## config.mk

```make
export PLATFORM = sky130hd
export DESIGN_NAME = ps2_keypad_rx
export DESIGN_NICKNAME = d
export VERILOG_FILES = /design/src/rtl/ps2_keypad_rx.sv
export SDC_FILE = /design/constraint.sdc
export NUM_CORES = 1
export LEC_CHECK = 0
export CORE_UTILIZATION = 64
export CTS_CLUSTER_DIAMETER = 60
export DETAILED_ROUTE_END_ITERATION = 7
export GPL_TIMING_DRIVEN = 0
export PLACE_DENSITY_LB_ADDON = 0.2
export SYNTH_ARGS = -nofsm -noshare
export SYNTH_HDL_FRONTEND = slang
export SYNTH_SLANG_ARGS = --single-unit
```

## constraint.sdc

```tcl
create_clock -name clk -period 4 [get_ports clk]
set_input_delay 0.6 -clock clk [delete_from_list [all_inputs] [get_ports clk]]
set_output_delay 0.6 -clock clk [all_outputs]
set_load 0.1 [all_outputs]
```

## src/rtl/ps2_keypad_rx.sv

```systemverilog
// PS/2 set-2 receiver: frames 11-bit device-to-host packets, tracks E0/F0 prefixes,
// and maps keypad digit/arrow keys onto a held-key level (tx_start) plus 4-bit code (Data).
module ps2_keypad_rx #(
  parameter int FILTER_LEN     = 4,
  parameter int TIMEOUT_CYCLES = 50000
) (
  input  logic       clk,
  input  logic       rst_n,
  input  logic       ps2_clk,
  input  logic       ps2_data,
  output logic       tx_start,
  output logic [3:0] Data,
  output logic       frame_err
);

  localparam int FCW = (FILTER_LEN > 1) ? $clog2(FILTER_LEN + 1) : 1;
  localparam int TW  = $clog2(TIMEOUT_CYCLES + 1);

  typedef enum logic [1:0] {S_IDLE, S_DATA, S_PARITY, S_STOP} state_e;

  logic [1:0]     clk_sync_q, data_sync_q;
  logic           filt_q, filt_d;
  logic [FCW-1:0] fcnt_q, fcnt_d;
  logic           strobe;
  logic           data_s;

  state_e         state_q, state_d;
  logic [2:0]     bit_cnt_q, bit_cnt_d;
  logic [7:0]     shift_q, shift_d;
  logic           par_q, par_d;
  logic [TW-1:0]  timer_q, timer_d;
  logic           byte_done_q, byte_done_d;
  logic           err_q, err_d;

  logic           ext_q, ext_d;
  logic           brk_q, brk_d;
  logic           tx_q, tx_d;
  logic [3:0]     key_q, key_d;
  logic [4:0]     map_hit;

  assign data_s = data_sync_q[1];

  // Idle-high preset so a reset never looks like a falling ps2_clk edge.
  always_ff @(posedge clk or negedge rst_n) begin
    if (!rst_n) begin
      clk_sync_q  <= 2'b11;
      data_sync_q <= 2'b11;
      filt_q      <= 1'b1;
      fcnt_q      <= '0;
    end else begin
      // NOTE: state registers use non-blocking assignments so every flop samples
      // pre-edge values; blocking here would collapse the 2-FF synchroniser into one.
      clk_sync_q  <= {clk_sync_q[0], ps2_clk};
      data_sync_q <= {data_sync_q[0], ps2_data};
      filt_q      <= filt_d;
      fcnt_q      <= fcnt_d;
    end
  end

  always_comb begin
    // NOTE: every combinationally-assigned signal gets a default first; a path that
    // leaves one unassigned would infer a latch.
    filt_d = filt_q;
    fcnt_d = '0;
    if (clk_sync_q[1] != filt_q) begin
      if (fcnt_q == FCW'(FILTER_LEN - 1)) filt_d = clk_sync_q[1];
      else                                fcnt_d = fcnt_q + 1'b1;
    end
  end

  assign strobe = filt_q & ~filt_d;

  always_ff @(posedge clk or negedge rst_n) begin
    if (!rst_n) begin
      state_q     <= S_IDLE;
      bit_cnt_q   <= '0;
      shift_q     <= '0;
      par_q       <= 1'b0;
      timer_q     <= '0;
      byte_done_q <= 1'b0;
      err_q       <= 1'b0;
    end else begin
      state_q     <= state_d;
      bit_cnt_q   <= bit_cnt_d;
      shift_q     <= shift_d;
      par_q       <= par_d;
      timer_q     <= timer_d;
      byte_done_q <= byte_done_d;
      err_q       <= err_d;
    end
  end

  always_comb begin
    state_d     = state_q;
    bit_cnt_d   = bit_cnt_q;
    shift_d     = shift_q;
    par_d       = par_q;
    timer_d     = '0;
    byte_done_d = 1'b0;
    err_d       = 1'b0;
    case (state_q)
      S_IDLE: begin
        if (strobe && !data_s) begin
          state_d   = S_DATA;
          bit_cnt_d = '0;
        end
      end
      S_DATA: begin
        if (strobe) begin
          shift_d   = {data_s, shift_q[7:1]};
          bit_cnt_d = bit_cnt_q + 3'd1;
          if (bit_cnt_q == 3'd7) state_d = S_PARITY;
        end
      end
      S_PARITY: begin
        if (strobe) begin
          par_d   = data_s;
          state_d = S_STOP;
        end
      end
      S_STOP: begin
        if (strobe) begin
          if (data_s && (^{shift_q, par_q})) byte_done_d = 1'b1;
          else                               err_d       = 1'b1;
          state_d = S_IDLE;
        end
      end
      default: state_d = S_IDLE;
    endcase
    // Mid-frame watchdog; a strobe restarts it, so it only fires on a stalled bus.
    if (state_q != S_IDLE && !strobe) begin
      if (timer_q == TW'(TIMEOUT_CYCLES - 1)) begin
        state_d = S_IDLE;
        err_d   = 1'b1;
      end else begin
        timer_d = timer_q + 1'b1;
      end
    end
  end

  // Returns {hit, code}; E0 is not consulted, so arrows alias their keypad keys.
  function automatic logic [4:0] map_key(input logic [7:0] code);
    case (code)
      8'h70:   map_key = 5'h10;
      8'h69:   map_key = 5'h11;
      8'h72:   map_key = 5'h12;
      8'h7A:   map_key = 5'h13;
      8'h6B:   map_key = 5'h14;
      8'h73:   map_key = 5'h15;
      8'h74:   map_key = 5'h16;
      8'h6C:   map_key = 5'h17;
      8'h75:   map_key = 5'h18;
      8'h7D:   map_key = 5'h19;
      default: map_key = 5'h00;
    endcase
  endfunction

  assign map_hit = map_key(shift_q);

  always_comb begin
    ext_d = ext_q;
    brk_d = brk_q;
    tx_d  = tx_q;
    key_d = key_q;
    if (byte_done_q) begin
      if (shift_q == 8'hE0) begin
        ext_d = 1'b1;
      end else if (shift_q == 8'hF0) begin
        brk_d = 1'b1;
      end else begin
        if (map_hit[4]) begin
          if (!brk_q) begin
            tx_d  = 1'b1;
            key_d = map_hit[3:0];
          end else if (tx_q && map_hit[3:0] == key_q) begin
            tx_d = 1'b0;
          end
        end
        ext_d = 1'b0;
        brk_d = 1'b0;
      end
    end
  end

  always_ff @(posedge clk or negedge rst_n) begin
    if (!rst_n) begin
      ext_q <= 1'b0;
      brk_q <= 1'b0;
      tx_q  <= 1'b0;
      key_q <= '0;
    end else begin
      ext_q <= ext_d;
      brk_q <= brk_d;
      tx_q  <= tx_d;
      key_q <= key_d;
    end
  end

  assign tx_start  = tx_q;
  assign Data      = key_q;
  assign frame_err = err_q;

endmodule
```

==> flow_metrics.env <==
export IMPL_outcome="finished clean"
export IMPL_worst_ep_required_time_ps=3400
export IMPL_grt_pass1_wl_mm=7.85
export IMPL_critPathArrivalTime_ps=1910
export IMPL_p_sw_uw=234
export IMPL_vias=1784
export IMPL_overflow=0
export IMPL_tritoncts="done"
export IMPL_gp_congestion=0.815
export IMPL_grt_pass1_vias=1770
export IMPL_yosysTopAreaCell="dfrtp_1"
export IMPL_drive_gt1_share_pct=11.4
export IMPL_power_frac_clock_pct=32.2
export IMPL_antenna_cells=0
export IMPL_layout_common_cells="dfrtp_1, nand2_1, nor2_1"
export IMPL_internal_power_uw=675
export IMPL_clock_sinks=46
export IMPL_clock_root_buffer="clkbuf_8"
export IMPL_path_max_fanout=7
export IMPL_dp_hpwl_mm=3.14
export IMPL_cpPeakStageDelay_ps=1170
export IMPL_final_util_pct=76.6
export IMPL_cp_buffers_inverters=1
export IMPL_die_x_um=63.0
export IMPL_leakagePower_uw=0.00118
export IMPL_synth_seq_area_share_pct=48.7
export IMPL_ys_top_cells_by_area="dfrtp_1, dfstp_2, nand2_1"
export IMPL_startpoint_type="register"
export IMPL_path_delay_family="buffers and inverters"
export IMPL_postCtsSetupBuffers=0
export IMPL_clk_path_buf_depth=2
export IMPL_min_period_ps=2510
export IMPL_hold_viol=0
export IMPL_synth_seq_cells=46
export IMPL_yosys_area_top_type_share_pct=43.1
export IMPL_area_growth_pct=10.8
export IMPL_port_buffers=9
export IMPL_syn_area_um2=2380
export IMPL_relSlewSlack_pct=35.2
export IMPL_cts_resized_gates=0
export IMPL_fp_row_count=21
export IMPL_max_cap_viol_count=0
export IMPL_route_detailed_drc=0
export IMPL_ios=10
export IMPL_grt_setup_unrepaired="false"
export IMPL_critPathKind="register to primary output"
export IMPL_slowest_stage="clkdlybuf4s50_1"
export IMPL_synth_cell_type_count=49
export IMPL_period_share_pct=62.8
export IMPL_synth_area_per_cell_um2=10.0
export IMPL_p_sw_share_pct=25.8
export IMPL_antenna_found_initial=0
export IMPL_p_comb_share_pct=10.8
export IMPL_coreArea_um2=3440
export IMPL_insertion_delay_ps=300
export IMPL_die_area_um2=3960
export IMPL_finalSetupTns_ps=0
export IMPL_drv_slew=0
export IMPL_fin_cells=301
export IMPL_min_path_type="primary input to async pin"
export IMPL_grtUsageTotal_pct=26.2
export IMPL_finalSetupViolations=0
export IMPL_wl_per_cell_um=14.6
export IMPL_numCtsBuffers=5
export IMPL_htreeDepth=2
export IMPL_viasPerCell=5.93
export IMPL_synth_nets=245
export IMPL_place_inst=293
export IMPL_hold_buffers=0
export IMPL_final_common_cell="dfrtp_1"
export IMPL_wirelength_mm=4.41
export IMPL_synth_cells=237
export IMPL_cts_reportedPaths_clkPinSlew_ps=80
export IMPL_synth_edff_count=0
export IMPL_grt_max_degree=35
export IMPL_ir_drop_mv=0.347
export IMPL_fmax_mhz=398
export IMPL_finalNetCount=262
export IMPL_power_frac_seq_pct=57.0
export IMPL_worstPathCellList="clkdlybuf4s50_1"
export IMPL_first_pass_iters=4
export IMPL_power_per_cell_area_nw_per_um2=345
export IMPL_yosys_warnings=0
export IMPL_worstMarginPinSlew_ps=969
export IMPL_postRouteAntennaNets=0
export IMPL_synthFlopType="dfrtp_1"
export IMPL_initial_core_util_pct=69.1
export IMPL_cp_end_kind="primary output"
export IMPL_drt_iter0_markers=117
export IMPL_die_y_um=63.0
export IMPL_fin_skew_ps=5.40
export IMPL_async_flop_share_pct=100
==> registers in the layout, indices dropped and copies added, names as in the netlist <==
name / flops
timer_q: 16
shift_q: 8
Data: 4
bit_cnt_q: 3
fcnt_q: 3
clk_sync_q: 2
data_sync_q: 2
state_q: 2
brk_q: 1
byte_done_q: 1
filt_q: 1
frame_err: 1
par_q: 1
tx_start: 1
==> metrics by stage <==
stage                     power (uW)  instance area [um^2]  hold slack, ps  worst slack [ps]
after floorplan                  589                  2380             304              2210
after global placement           618                  2530             347              1150
after detailed placement         628                  2540             348              1820
after CTS                        921                  2640             183              1490
after global routing             958                  2640             191              1450
final                            909                  2640             181              1490
==> path summary, 6_finish.rpt <==
check                                          from                        to  slack, ps  depth (start not counted)
min                                           rst_n     timer_q[11]$_DFF_PN0_        180                          1
min reg2reg                data_sync_q[0]$_DFF_PN1_  data_sync_q[1]$_DFF_PN1_        360                          0
max in group asynchronous                     rst_n          filt_q$_DFF_PN1_       3270                          2
min in group clk           data_sync_q[0]$_DFF_PN1_  data_sync_q[1]$_DFF_PN1_        360                          0
max                             Data[1]$_DFFE_PN0P_                   Data[1]       1490                          1
max reg2reg                     fcnt_q[0]$_DFF_PN0_      timer_q[5]$_DFF_PN0_       2140                          8
==> cell usage after synthesis, types with 2 or more instances <==
master    instances
mux2_1            2
o21ai_1           3
xor2_1           12
o221ai_1          2
nor2_1           21
a21oi_1           4
nor2b_1           5
ha_1              4
xnor2_1          12
inv_1             3
nand3_1          12
buf_2             8
mux2_2            2
and3_1            6
and2_1            4
and3b_1           2
dfstp_2           5
nand2_1          32
dfrtp_1          41
a22o_1            3
nand3b_1          4
mux2i_1           2
nand4_1           3
and4b_1           2
o21ai_0           9
nor4bb_1          3
nor3_1            4
nand2b_1          4
nor4_1            3
==> layer usage <==
layer | share of wire, % | vias up | GRT usage (%) | wire length (um)
li1 | - | 861 | - | -
met1 | 45 | 879 | 33.7 | 1990
met2 | 49 | 37 | 41.7 | 2170
met3 | 4.1 | 7 | 5.84 | 180
met4 | 1.5 | 0 | 12.5 | 66
met5 | 0 | - | 0 | 0
==> logic make-up after synthesis <==
kind of cell | share of synthesized area, %
mux | 2.74
compound gates | 9.84
buf+inv | 2.31
xor+xnor | 9.78
simple gates | 24.6
fa+ha+maj | 2.10
flops | 48.7
==> area by class of cell <==
| type | instances | area [um^2] |
|---|---|---|
| fill | 240 | 806 |
| clock inverter | 2 | 12.5 |
| timing repair buffer | 10 | 105 |
| multi-input combinational | 179 | 1170 |
| tap | 46 | 57.6 |
| clock buffer | 6 | 82.6 |
| buffer | 9 | 43.8 |
| inverter | 3 | 11.3 |
| sequential | 46 | 1160 |
==> power groups by stage <==
stage | combinational (uW) | clock (uW) | sequential [uW]
after CTS | 101 | 301 | 519
after global placement | 92.9 | 0 | 525
final | 98.2 | 293 | 518
after floorplan | 67.9 | 0 | 521
after detailed placement | 101 | 0 | 527
after global routing | 114 | 321 | 523
Note: power is estimated with default switching activity, not from simulation.
